--- src/rtl/onchip_mem_stream_reader.sv ---
// onchip_mem_stream_reader
// Avalon-MM read master for a single-port on-chip RAM with a fixed 1-cycle
// read latency. Reads a word range (wrapping at MEM_WORDS) and emits it as an
// Avalon-ST packet. A small output FIFO with credit-based issue control
// ensures every returning word has a slot, even while the sink stalls.
//
// state   | meaning
// --------+---------------------------------------------------------------
// S_IDLE  | waiting for start; no reads outstanding, FIFO empty
// S_ISSUE | issuing reads while words remain and FIFO credit allows
// S_DRAIN | all reads issued; waiting for the last return and FIFO drain

module onchip_mem_stream_reader #(
    parameter int MEM_WORDS  = 10240,
    parameter int ADDR_WIDTH = 14,
    parameter int DATA_WIDTH = 32,
    parameter int LEN_WIDTH  = 15,
    parameter int FIFO_DEPTH = 4
) (
    input  logic                  clk,
    input  logic                  reset,
    input  logic                  start,
    input  logic [ADDR_WIDTH-1:0] base,
    input  logic [LEN_WIDTH-1:0]  len,
    input  logic                  abort,
    output logic                  busy,
    output logic                  done,
    output logic [ADDR_WIDTH-1:0] mem_address,
    output logic                  mem_chipselect,
    output logic                  mem_write,
    output logic [3:0]            mem_byteenable,
    output logic [DATA_WIDTH-1:0] mem_writedata,
    output logic                  mem_clken,
    input  logic [DATA_WIDTH-1:0] mem_readdata,
    output logic [DATA_WIDTH-1:0] src_data,
    output logic                  src_valid,
    input  logic                  src_ready,
    output logic                  src_startofpacket,
    output logic                  src_endofpacket
);

    localparam int PW = (FIFO_DEPTH > 1) ? $clog2(FIFO_DEPTH) : 1;
    localparam int CW = PW + 1;

    typedef enum logic [1:0] {
        S_IDLE  = 2'd0,
        S_ISSUE = 2'd1,
        S_DRAIN = 2'd2
    } state_t;

    state_t state_q, state_d;

    logic [ADDR_WIDTH-1:0] cur_q;
    logic [ADDR_WIDTH-1:0] cur_next;
    logic [LEN_WIDTH-1:0]  remaining_q;
    logic                  first_q;
    logic                  inflight_q;
    logic                  ret_sop_q;
    logic                  ret_eop_q;
    logic                  done_q;
    logic                  done_d;

    logic [DATA_WIDTH-1:0] fifo_data [FIFO_DEPTH];
    logic                  fifo_sop  [FIFO_DEPTH];
    logic                  fifo_eop  [FIFO_DEPTH];
    logic [PW-1:0]         wr_ptr_q;
    logic [PW-1:0]         rd_ptr_q;
    logic [CW-1:0]         count_q;
    logic [CW-1:0]         count_next;
    logic [CW:0]           occupancy;

    logic accept_start;
    logic abort_act;
    logic credit_ok;
    logic issue;
    logic last_issue;
    logic push;
    logic pop;

    // Shared control terms used by both the FSM and the datapath
    always_comb begin
        accept_start = (state_q == S_IDLE) && start && !abort;
        abort_act    = (state_q != S_IDLE) && abort;
        // Occupancy counts words already buffered plus the one still in the RAM pipe
        occupancy    = {1'b0, count_q} + {{CW{1'b0}}, inflight_q};
        credit_ok    = occupancy < (CW + 1)'(FIFO_DEPTH);
        issue        = (state_q == S_ISSUE) && !abort && (remaining_q != '0) && credit_ok;
        last_issue   = issue && (remaining_q == LEN_WIDTH'(1));
        push         = inflight_q && !abort_act;
        pop          = (count_q != '0) && src_ready;
        count_next   = count_q + CW'(push) - CW'(pop);
        // RAM size is not a power of two, so wrap by explicit compare
        cur_next     = (cur_q == ADDR_WIDTH'(MEM_WORDS - 1)) ? '0 : cur_q + ADDR_WIDTH'(1);
    end

    // FSM state register
    always_ff @(posedge clk) begin
        if (reset) begin
            state_q <= S_IDLE;
        end else begin
            state_q <= state_d;
        end
    end

    // FSM next-state and completion decode
    always_comb begin
        state_d = state_q;
        done_d  = 1'b0;
        case (state_q)
            S_IDLE: begin
                if (accept_start) begin
                    if (len != '0) begin
                        state_d = S_ISSUE;
                    end else begin
                        done_d = 1'b1;
                    end
                end
            end
            S_ISSUE: begin
                if (abort) begin
                    state_d = S_IDLE;
                    done_d  = 1'b1;
                end else if (last_issue) begin
                    state_d = S_DRAIN;
                end
            end
            S_DRAIN: begin
                // Look ahead one cycle so busy falls exactly when done pulses
                if (abort) begin
                    state_d = S_IDLE;
                    done_d  = 1'b1;
                end else if (count_next == '0) begin
                    state_d = S_IDLE;
                    done_d  = 1'b1;
                end
            end
            default: begin
                state_d = S_IDLE;
            end
        endcase
    end

    // FSM outputs and stream view of the FIFO head
    always_comb begin
        busy              = (state_q != S_IDLE);
        done              = done_q;
        mem_chipselect    = issue;
        mem_address       = issue ? cur_q : '0;
        src_valid         = (count_q != '0);
        src_data          = src_valid ? fifo_data[rd_ptr_q] : '0;
        src_startofpacket = src_valid && fifo_sop[rd_ptr_q];
        src_endofpacket   = src_valid && fifo_eop[rd_ptr_q];
    end

    assign mem_write      = 1'b0;
    assign mem_byteenable = 4'hF;
    assign mem_writedata  = '0;
    assign mem_clken      = 1'b1;

    // Address/length tracking, read-return pipe tags and FIFO pointers
    always_ff @(posedge clk) begin
        if (reset) begin
            cur_q       <= '0;
            remaining_q <= '0;
            first_q     <= 1'b0;
            inflight_q  <= 1'b0;
            ret_sop_q   <= 1'b0;
            ret_eop_q   <= 1'b0;
            done_q      <= 1'b0;
            wr_ptr_q    <= '0;
            rd_ptr_q    <= '0;
            count_q     <= '0;
        end else begin
            done_q <= done_d;

            if (accept_start) begin
                cur_q       <= base;
                remaining_q <= len;
                first_q     <= 1'b1;
            end else if (issue) begin
                cur_q       <= cur_next;
                remaining_q <= remaining_q - LEN_WIDTH'(1);
                first_q     <= 1'b0;
            end

            // Packet markers travel alongside the read so they line up with its data
            inflight_q <= issue;
            ret_sop_q  <= issue && first_q;
            ret_eop_q  <= last_issue;

            if (abort_act) begin
                wr_ptr_q <= '0;
                rd_ptr_q <= '0;
                count_q  <= '0;
            end else begin
                if (push) begin
                    wr_ptr_q <= wr_ptr_q + PW'(1);
                end
                if (pop) begin
                    rd_ptr_q <= rd_ptr_q + PW'(1);
                end
                count_q <= count_next;
            end
        end
    end

    // FIFO storage; the credit rule means a push never lands on a live entry
    always_ff @(posedge clk) begin
        if (push) begin
            fifo_data[wr_ptr_q] <= mem_readdata;
            fifo_sop[wr_ptr_q]  <= ret_sop_q;
            fifo_eop[wr_ptr_q]  <= ret_eop_q;
        end
    end

endmodule
--- config.mk ---
export PLATFORM = sky130hd
export DESIGN_NAME = onchip_mem_stream_reader
export DESIGN_NICKNAME = d
export VERILOG_FILES = /design/src/rtl/onchip_mem_stream_reader.sv
export SDC_FILE = /design/constraint.sdc
export NUM_CORES = 1
export LEC_CHECK = 0
export BUFFER_PORTS_ARGS = -buffer_cell sky130_fd_sc_hd__buf_2
export CAP_MARGIN = 15
export CORE_ASPECT_RATIO = 2
export CORE_MARGIN = 2
export CORE_UTILIZATION = 55
export CTS_CLUSTER_DIAMETER = 80
export DETAILED_ROUTE_END_ITERATION = 12
export PLACE_DENSITY = 0.8
export SYNTH_ARGS = -nofsm -noshare
export SYNTH_HDL_FRONTEND = slang
export SYNTH_SLANG_ARGS = --single-unit
--- constraint.sdc ---
create_clock -name clk -period 3.4 [get_ports clk]
set_input_delay 0.68 -clock clk [delete_from_list [all_inputs] [get_ports clk]]
set_output_delay 0.68 -clock clk [all_outputs]
set_load 0.02 [all_outputs]
==> metrics.yaml, run 1 <==
logic_synthesis:
  yosysTopAreaCellShare: 0.509
  post_synth_inst_count: 579
  synth.ff_latch_count: 181
  post_synthesis_cell_area_mm2: 0.00802
  synthDistinctLibCells: 61
  yosysMostFrequentCell: "sky130_fd_sc_hd__edfxtp_1"
  syn_area_per_cell_um2: 13.8
  synth_top_area_cell: "sky130_fd_sc_hd__edfxtp_1"
  async_set_reset_flop_share_out_of_synthesis: 0
  synthTopCellsByCount: "sky130_fd_sc_hd__edfxtp_1 (136), sky130_fd_sc_hd__dfxtp_1 (45), sky130_fd_sc_hd__buf_4 (38), sky130_fd_sc_hd__nor2_1 (37), sky130_fd_sc_hd__and2_1 (36)"
  seq_area_frac_synth: 0.622
  synth_edf_count: 136
  synth.area.top_cells: "sky130_fd_sc_hd__edfxtp_1 (51%), sky130_fd_sc_hd__dfxtp_1 (11%), sky130_fd_sc_hd__mux4_2 (9.6%)"
  synth_ff_type: "sky130_fd_sc_hd__edfxtp_1"
  yosys_warnings: 0
finish:
  syn_to_final_growth_pct: 15.4
  multi_input_comb_area_mm2: 0.00271
  area.sequential_mm2: 0.00499
  antenna_cells: 0
  finish.net_count: 768
  layout-drive-gt1-share: 0.303
  fillers: 1089
  postLayoutCoreUtil: 0.648
cts:
  root_buffer: "sky130_fd_sc_hd__clkbuf_16"
  cts.repair_timing.setup_buffer_count: 0
  clk_transition_reported_paths_ns: 0.07
  cts_hold_buf: 0
  htree_levels: 4
  clkLatencyLatePin_ns: 0.42
  clock_tree.buffer_depth: 2
  tritoncts_num_sinks: 181
  cts_repair_resize_count: 0
  tritoncts: "built"
  cts-buffers-inserted: 17
floorplan:
  dieHeight_um: 175
  horizontal_die_dimension_um: 89.4
  ioPinCount: 156
  core.rowCount: 62
  initial_cell_density_of_the_core: 0.562
  fp.dieArea_mm2: 0.0156
  core-area_mm2: 0.0143
timing:
  max_clock_freq_ghz: 0.332
  tightest_slew_ns: 0.925
  slew_viol_final: 0
  layout_setup_ws_ns: 0.389
  timing_hold_violations_final: 0
  slew_headroom: 0.384
  setup_tns_ns: 0
  timing.final.setup_violations: 0
  fin_skew_ns: 0.0138
  grt_setup_unrepaired: "false"
  layout_min_cycle_time_ns: 3.01
  finalCritPeriodShare: 0.886
detailed_routing:
  num_vias: 5165
  initialDrtViolationCount: 304
  detail-route-antenna-nets: 0
  drt-total-wl_um: 17000
  routedWlPerCell_um: 19.0
  first_pass_iters: 5
  detail_route.drc_violations: 0
  via_per_inst: 5.77
power:
  max-vdd-ir-drop_v: 0.000400
  p_leak_uw: 0.00340
  p_per_area_mw_per_mm2: 663
min_path:
  worst_hold_path_type: "register to register"
  hold-path-endpoint: "ret_sop_q$_SDFF_PP0_"
  hold_path_startpoint: "first_q$_SDFFE_PP0P_"
  timing.hold.worst_path_depth: 1
grt:
  global_routing_usage_summed_across_all_routing_layers: 0.223
  grt_pass1_vias: 5249
  antenna_found_initial: 0
  grt.overflow.total: 0
  wire_length_of_the_first_global_routing_pass_um: 26500
  largest_net_degree_at_the_start_of_global_routing: 39
worst_setup_path:
  critPathMaxFanout: 11
  reg2regPathDepth: 12
  worst_r2r_endpoint: "done$_SDFF_PP0_"
  crit_type: "register to output pin"
  endpoint_kind: "output pin"
  worst-endpoint-required_ns: 2.72
  critical_path.reg2reg.startpoint: "state_q[1]$_SDFFE_PP0P_"
  crit_arrival_ns: 2.33
  setup.worst_path.start_class: "register"
  ff2ff_setup_slack_ns: 0.67
place:
  gpl.final_weighted_congestion: 0.858
  hpwlAfterDp_um: 11300
  port-buffer-count: 117
  pre_cts_ws_ns: 0.536
status:
  outcome: "finished, final reports clean"
flow_run:
  maxCapViolCount: 0
[report_power, final]
| group | total (µW) | internal [µW] | switching (µW) |
|---|---|---|---|
| clock | 1950 | 1130 | 820 |
| sequential | 2560 | 2440 | 121 |
| combinational | 1630 | 687 | 940 |
| total | 6130 | 4250 | 1880 |
[critical path: stages (launching register included)]
cell	delay (ns)
sky130_fd_sc_hd__dfxtp_1	0.34
sky130_fd_sc_hd__inv_1	0.11
sky130_fd_sc_hd__ha_1	0.15
sky130_fd_sc_hd__nor4b_1	0.43
sky130_fd_sc_hd__nand4_2	0.22
sky130_fd_sc_hd__nand2_2	0.24
sky130_fd_sc_hd__buf_4	0.22
sky130_fd_sc_hd__nor2_1	0.05
sky130_fd_sc_hd__buf_2	0.15
[logic make-up (layout without fill, tap and decap cells)]
kind of cell | Yosys count | count (layout) | share of synthesized area
buf+inv | 81 | 169 | 0.0573
compound gates | 67 | 67 | 0.0598
flops | 181 | 181 | 0.622
mux | 34 | 34 | 0.0955
other cells | 2 | 38 | 0.000937
xor+xnor | 9 | 9 | 0.00983
fa+ha+maj | 12 | 12 | 0.0197
simple gates | 193 | 193 | 0.135
[state kept, by name, indices dropped and copies added (netlist names), 2 cells and up, named ones only]
name and flops:
fifo_sop 4, state_q 2, wr_ptr_q 2, count_q 3
fifo_eop 4, cur_q 14, fifo_data 128, remaining_q 15
rd_ptr_q 2
[metal layers]
layer / GRT usage / vias up / part of all wire
met5: 0 / - / 0
met4: 0.0815 / 0 / 0.021
met3: 0.0458 / 31 / 0.048
met2: 0.409 / 190 / 0.57
met1: 0.243 / 2573 / 0.36
li1: - / 2371 / -
[worst max-delay path by stage]
stage,depth (start not counted),start,to,slack (ns)
floorplan,12,count_q[1]$_SDFF_PP0_,done$_SDFF_PP0_,0.82
global placement,12,abort,done$_SDFF_PP0_,0.69
detailed placement,12,abort,done$_SDFF_PP0_,0.54
CTS,8,remaining_q[0]$_SDFFE_PP0P_,mem_address[5],0.37
global route,8,remaining_q[0]$_SDFFE_PP0P_,mem_address[5],0.23
finish,8,remaining_q[0]$_SDFFE_PP0P_,mem_address[5],0.39
[metrics by stage]
step	power (µW)	cells	hold slack (ns)	cell area (µm²)
global route	6410	895	0.459	9250
finish	6130	895	0.468	9250
detailed placement	4240	863	0.452	8650
floorplan	3750	615	0.431	8150
global placement	4200	863	0.453	8650
CTS	6190	895	0.457	9250
[layout by cell type (no fill, tap or decap), types with 14 or more instances in the layout]
master and n:
sky130_fd_sc_hd__a21oi_1 16, sky130_fd_sc_hd__and2_1 36, sky130_fd_sc_hd__buf_2 117, sky130_fd_sc_hd__clkbuf_16 20, sky130_fd_sc_hd__conb_1 38, sky130_fd_sc_hd__dfxtp_1 43
sky130_fd_sc_hd__edfxtp_1 136, sky130_fd_sc_hd__mux4_2 34, sky130_fd_sc_hd__nand2_1 28, sky130_fd_sc_hd__nand3_1 14, sky130_fd_sc_hd__nor2_1 37
[area by class of cell]
type	instances	area share
Clock buffer	23	0.0576
Clock inverter	9	0.00798
Inverter	11	0.00446
Multi-Input combinational cell	353	0.293
Sequential cell	181	0.539
Tap cell	192	0.0260
Timing Repair Buffer	126	0.0719
Note: power is estimated with default switching activity, not from simulation.
==> inputs of run 2 (changes only) <==
==> config.mk (replaced) <==
export PLATFORM = sky130hd
export DESIGN_NAME = onchip_mem_stream_reader
export DESIGN_NICKNAME = d
export VERILOG_FILES = /design/src/rtl/onchip_mem_stream_reader.sv
export SDC_FILE = /design/constraint.sdc
export NUM_CORES = 1
export LEC_CHECK = 0
export CAP_MARGIN = 15
export CORE_ASPECT_RATIO = 2
export CORE_MARGIN = 2
export CORE_UTILIZATION = 60
export CTS_CLUSTER_DIAMETER = 80
export DETAILED_ROUTE_END_ITERATION = 12
export DONT_BUFFER_PORTS = 1
export PLACE_DENSITY = 0.76
export SYNTH_ARGS = -nofsm -noshare
export SYNTH_HDL_FRONTEND = slang
export SYNTH_SLANG_ARGS = --single-unit
==> run 2 against run 1 <==
Effect of this change:
- the flow now finishes with violations (design-rule violations)
- count of clock-buffer cells in the layout down 5
- non-clock buffer count fell by 115
- utilization grew 0.98 points
- critical path depth fell by 2
- flip-flop and latch count unchanged
- setup slack improved by 0.039 ns
- clock power shrank 5%
- combinational power fell by 18%
- sequential share of layout area rose by 4.1 points
- routed wire length fell by 9.0%
- cell count decreased by 17%
==> metrics.yaml, run 2 (synthesis gave the netlist of run 1 again) <==
cts:
  cts_hold_buf: 0  # unchanged
  cts_repair_resize_count: 0  # unchanged
  cts.repair_timing.setup_buffer_count: 0  # unchanged
  clk_transition_reported_paths_ns: 0.08  # about the same
  clock_tree.buffer_depth: 2  # unchanged
  cts-buffers-inserted: 17  # unchanged
  root_buffer: "sky130_fd_sc_hd__clkbuf_16"
  htree_levels: 4  # unchanged
  tritoncts: "built"
  clkLatencyLatePin_ns: 0.42  # about the same
  tritoncts_num_sinks: 181  # unchanged
worst_setup_path:
  worst-endpoint-required_ns: 2.72  # about the same
  setup.worst_path.start_class: "register"
  crit_type: "register to output pin"
  endpoint_kind: "output pin"
  worst_r2r_endpoint: "done$_SDFF_PP0_"
  reg2regPathDepth: 12  # unchanged
  critPathMaxFanout: 10  # -1
  ff2ff_setup_slack_ns: 0.52  # -0.15 ns
  crit_arrival_ns: 2.29  # -0.04 ns
  critical_path.reg2reg.startpoint: "state_q[1]$_SDFFE_PP0P_"
finish:
  largest-register: "fifo_data"
  layout-drive-gt1-share: 0.165  # -0.138
  antenna_cells: 0  # unchanged
  layout_commonest_cell: "sky130_fd_sc_hd__edfxtp_1"
  finish.net_count: 653  # -15%
  largest_registers: "fifo_data: 128 flops, remaining_q: 15 flops, cur_q: 14 flops"
  final_cells: 740  # -17%
  fillers: 951  # -13%
  layout.cells.most_common_list: "sky130_fd_sc_hd__edfxtp_1 (136), sky130_fd_sc_hd__dfxtp_1 (43), sky130_fd_sc_hd__conb_1 (38)"
  largest_register_ffs: 128  # unchanged
  syn_to_final_growth_pct: 7.27
place:
  port-buffer-count: 0  # -100%
  hpwlAfterDp_um: 10800  # -4.6%
  gpl.final_weighted_congestion: 0.897  # +4.6%
  pre_cts_ws_ns: 0.571  # +0.0342 ns
  post-place-cells: 708  # -18%
timing:
  timing_hold_violations_final: 0  # unchanged
  max_clock_freq_ghz: 0.337  # +1.3%
  slew_headroom: 0.400  # +0.0161
  layout_setup_ws_ns: 0.429  # +0.0394 ns
  tightest_slew_ns: 0.900  # -0.0242 ns
  setup_tns_ns: 0  # unchanged
  timing.final.setup_violations: 0  # unchanged
  holdWs_ns: 0.334  # -0.135 ns
  slew_viol_final: 0  # unchanged
  finalCritPeriodShare: 0.874  # -0.0116
  grt_setup_unrepaired: "false"
  fin_skew_ns: 0.0191  # +0.00526 ns
  layout_min_cycle_time_ns: 2.97  # -0.0394 ns
detailed_routing:
  initialDrtViolationCount: 375  # +23%
  num_vias: 4631  # -10%
  first_pass_iters: 9  # +4
  drt-total-wl_um: 15500  # -9.0%
  via_per_inst: 6.26  # +8.4%
  detail_route.drc_violations: 9  # +9
  routedWlPerCell_um: 20.9  # +10%
  detail-route-antenna-nets: 0  # unchanged
status:
  violations: "design-rule violations"
  outcome: "complete, but fails checks"
grt:
  wire_length_of_the_first_global_routing_pass_um: 24600  # -7.3%
  grt_util_met2: 0.419  # +0.0105
  grt_pass1_vias: 4910  # -6.5%
  largest_net_degree_at_the_start_of_global_routing: 39  # unchanged
  antenna_found_initial: 0  # unchanged
  busiest_layer: "met2"
  global_routing_usage_summed_across_all_routing_layers: 0.221  # -0.00188
  met3_grt_util: 0.0513  # +0.00544
  global_route_met1_usage: 0.227  # -0.0165
  grt.overflow.total: 0  # unchanged
flow_run:
  maxCapViolCount: 0  # unchanged
min_path:
  timing.hold.worst_path_depth: 1  # unchanged
  hold-path-endpoint: "cur_q[1]$_SDFFE_PP0P_"
  worst_hold_path_type: "primary input to register"
  hold_path_startpoint: "reset"
floorplan:
  ioPinCount: 156  # unchanged
  core-area_mm2: 0.0131  # -8.5%
  fp.dieArea_mm2: 0.0144  # -8.1%
  core.rowCount: 59  # -4.8%
  horizontal_die_dimension_um: 85.7  # -4.1%
  initial_cell_density_of_the_core: 0.614  # +0.0519
  dieHeight_um: 167  # -4.2%
power:
  p_per_area_mw_per_mm2: 668  # +0.81%
  max-vdd-ir-drop_v: 0.000377  # -5.8%
  p_leak_uw: 0.00286  # -16%
run 2: report_power, final:
part | leakage, µW | internal, µW | switching [µW]
clock network | 0.000283 | 987 | 875
logic | 0.000981 | 491 | 841
registers | 0.00160 | 2440 | 112
total | 0.00286 | 3920 | 1830
run 2: critical path, cell delays in order, from the launching register on:
cell                      delay, ns
sky130_fd_sc_hd__dfxtp_1       0.34
sky130_fd_sc_hd__inv_1         0.10
sky130_fd_sc_hd__ha_1          0.15
sky130_fd_sc_hd__nor4b_1       0.41
sky130_fd_sc_hd__nand4_2       0.33
sky130_fd_sc_hd__buf_4         0.29
sky130_fd_sc_hd__and3_1        0.26
run 2: worst max-delay path by stage:
stage | start | to | slack (ns) | depth (start not counted)
2_1_floorplan | count_q[1]$_SDFF_PP0_ | done$_SDFF_PP0_ | 0.82 | 12
3_3_place_gp | state_q[1]$_SDFFE_PP0P_ | done$_SDFF_PP0_ | 0.78 | 12
3_5_place_dp | state_q[1]$_SDFFE_PP0P_ | done$_SDFF_PP0_ | 0.57 | 12
4_1_cts | register | src_data[27] | 0.42 | 3
5_1_grt | remaining_q[0]$_SDFFE_PP0P_ | mem_address[1] | 0.27 | 6
6_report | remaining_q[0]$_SDFFE_PP0P_ | mem_address[4] | 0.43 | 6
run 2: metal layers:
metal	wire, µm	vias to the layer above
li1	-	2143
met1	5350	2297
met2	8970	161
met3	786	30
met4	345	0
met5	0	-
run 2: cell type report:
cell class                 instances  area (µm²)  area share
clock inverter                    14         156      0.0182
sequential                       181        4990       0.580
multi-input combinational        353        2710       0.315
clock buffer                      18         429      0.0499
timing repair buffer              11        82.6     0.00960
inverter                          11        41.3     0.00480
tap                              152         190      0.0221
run 2: metrics by stage:
step	utilization	area, µm²	total power [µW]
final	0.658	8600	5740
after CTS	0.658	8600	5810
after detailed placement	0.613	8010	3960
after global routing	0.658	8600	6000
after floorplan	-	8150	3750
after global placement	0.613	8010	3910
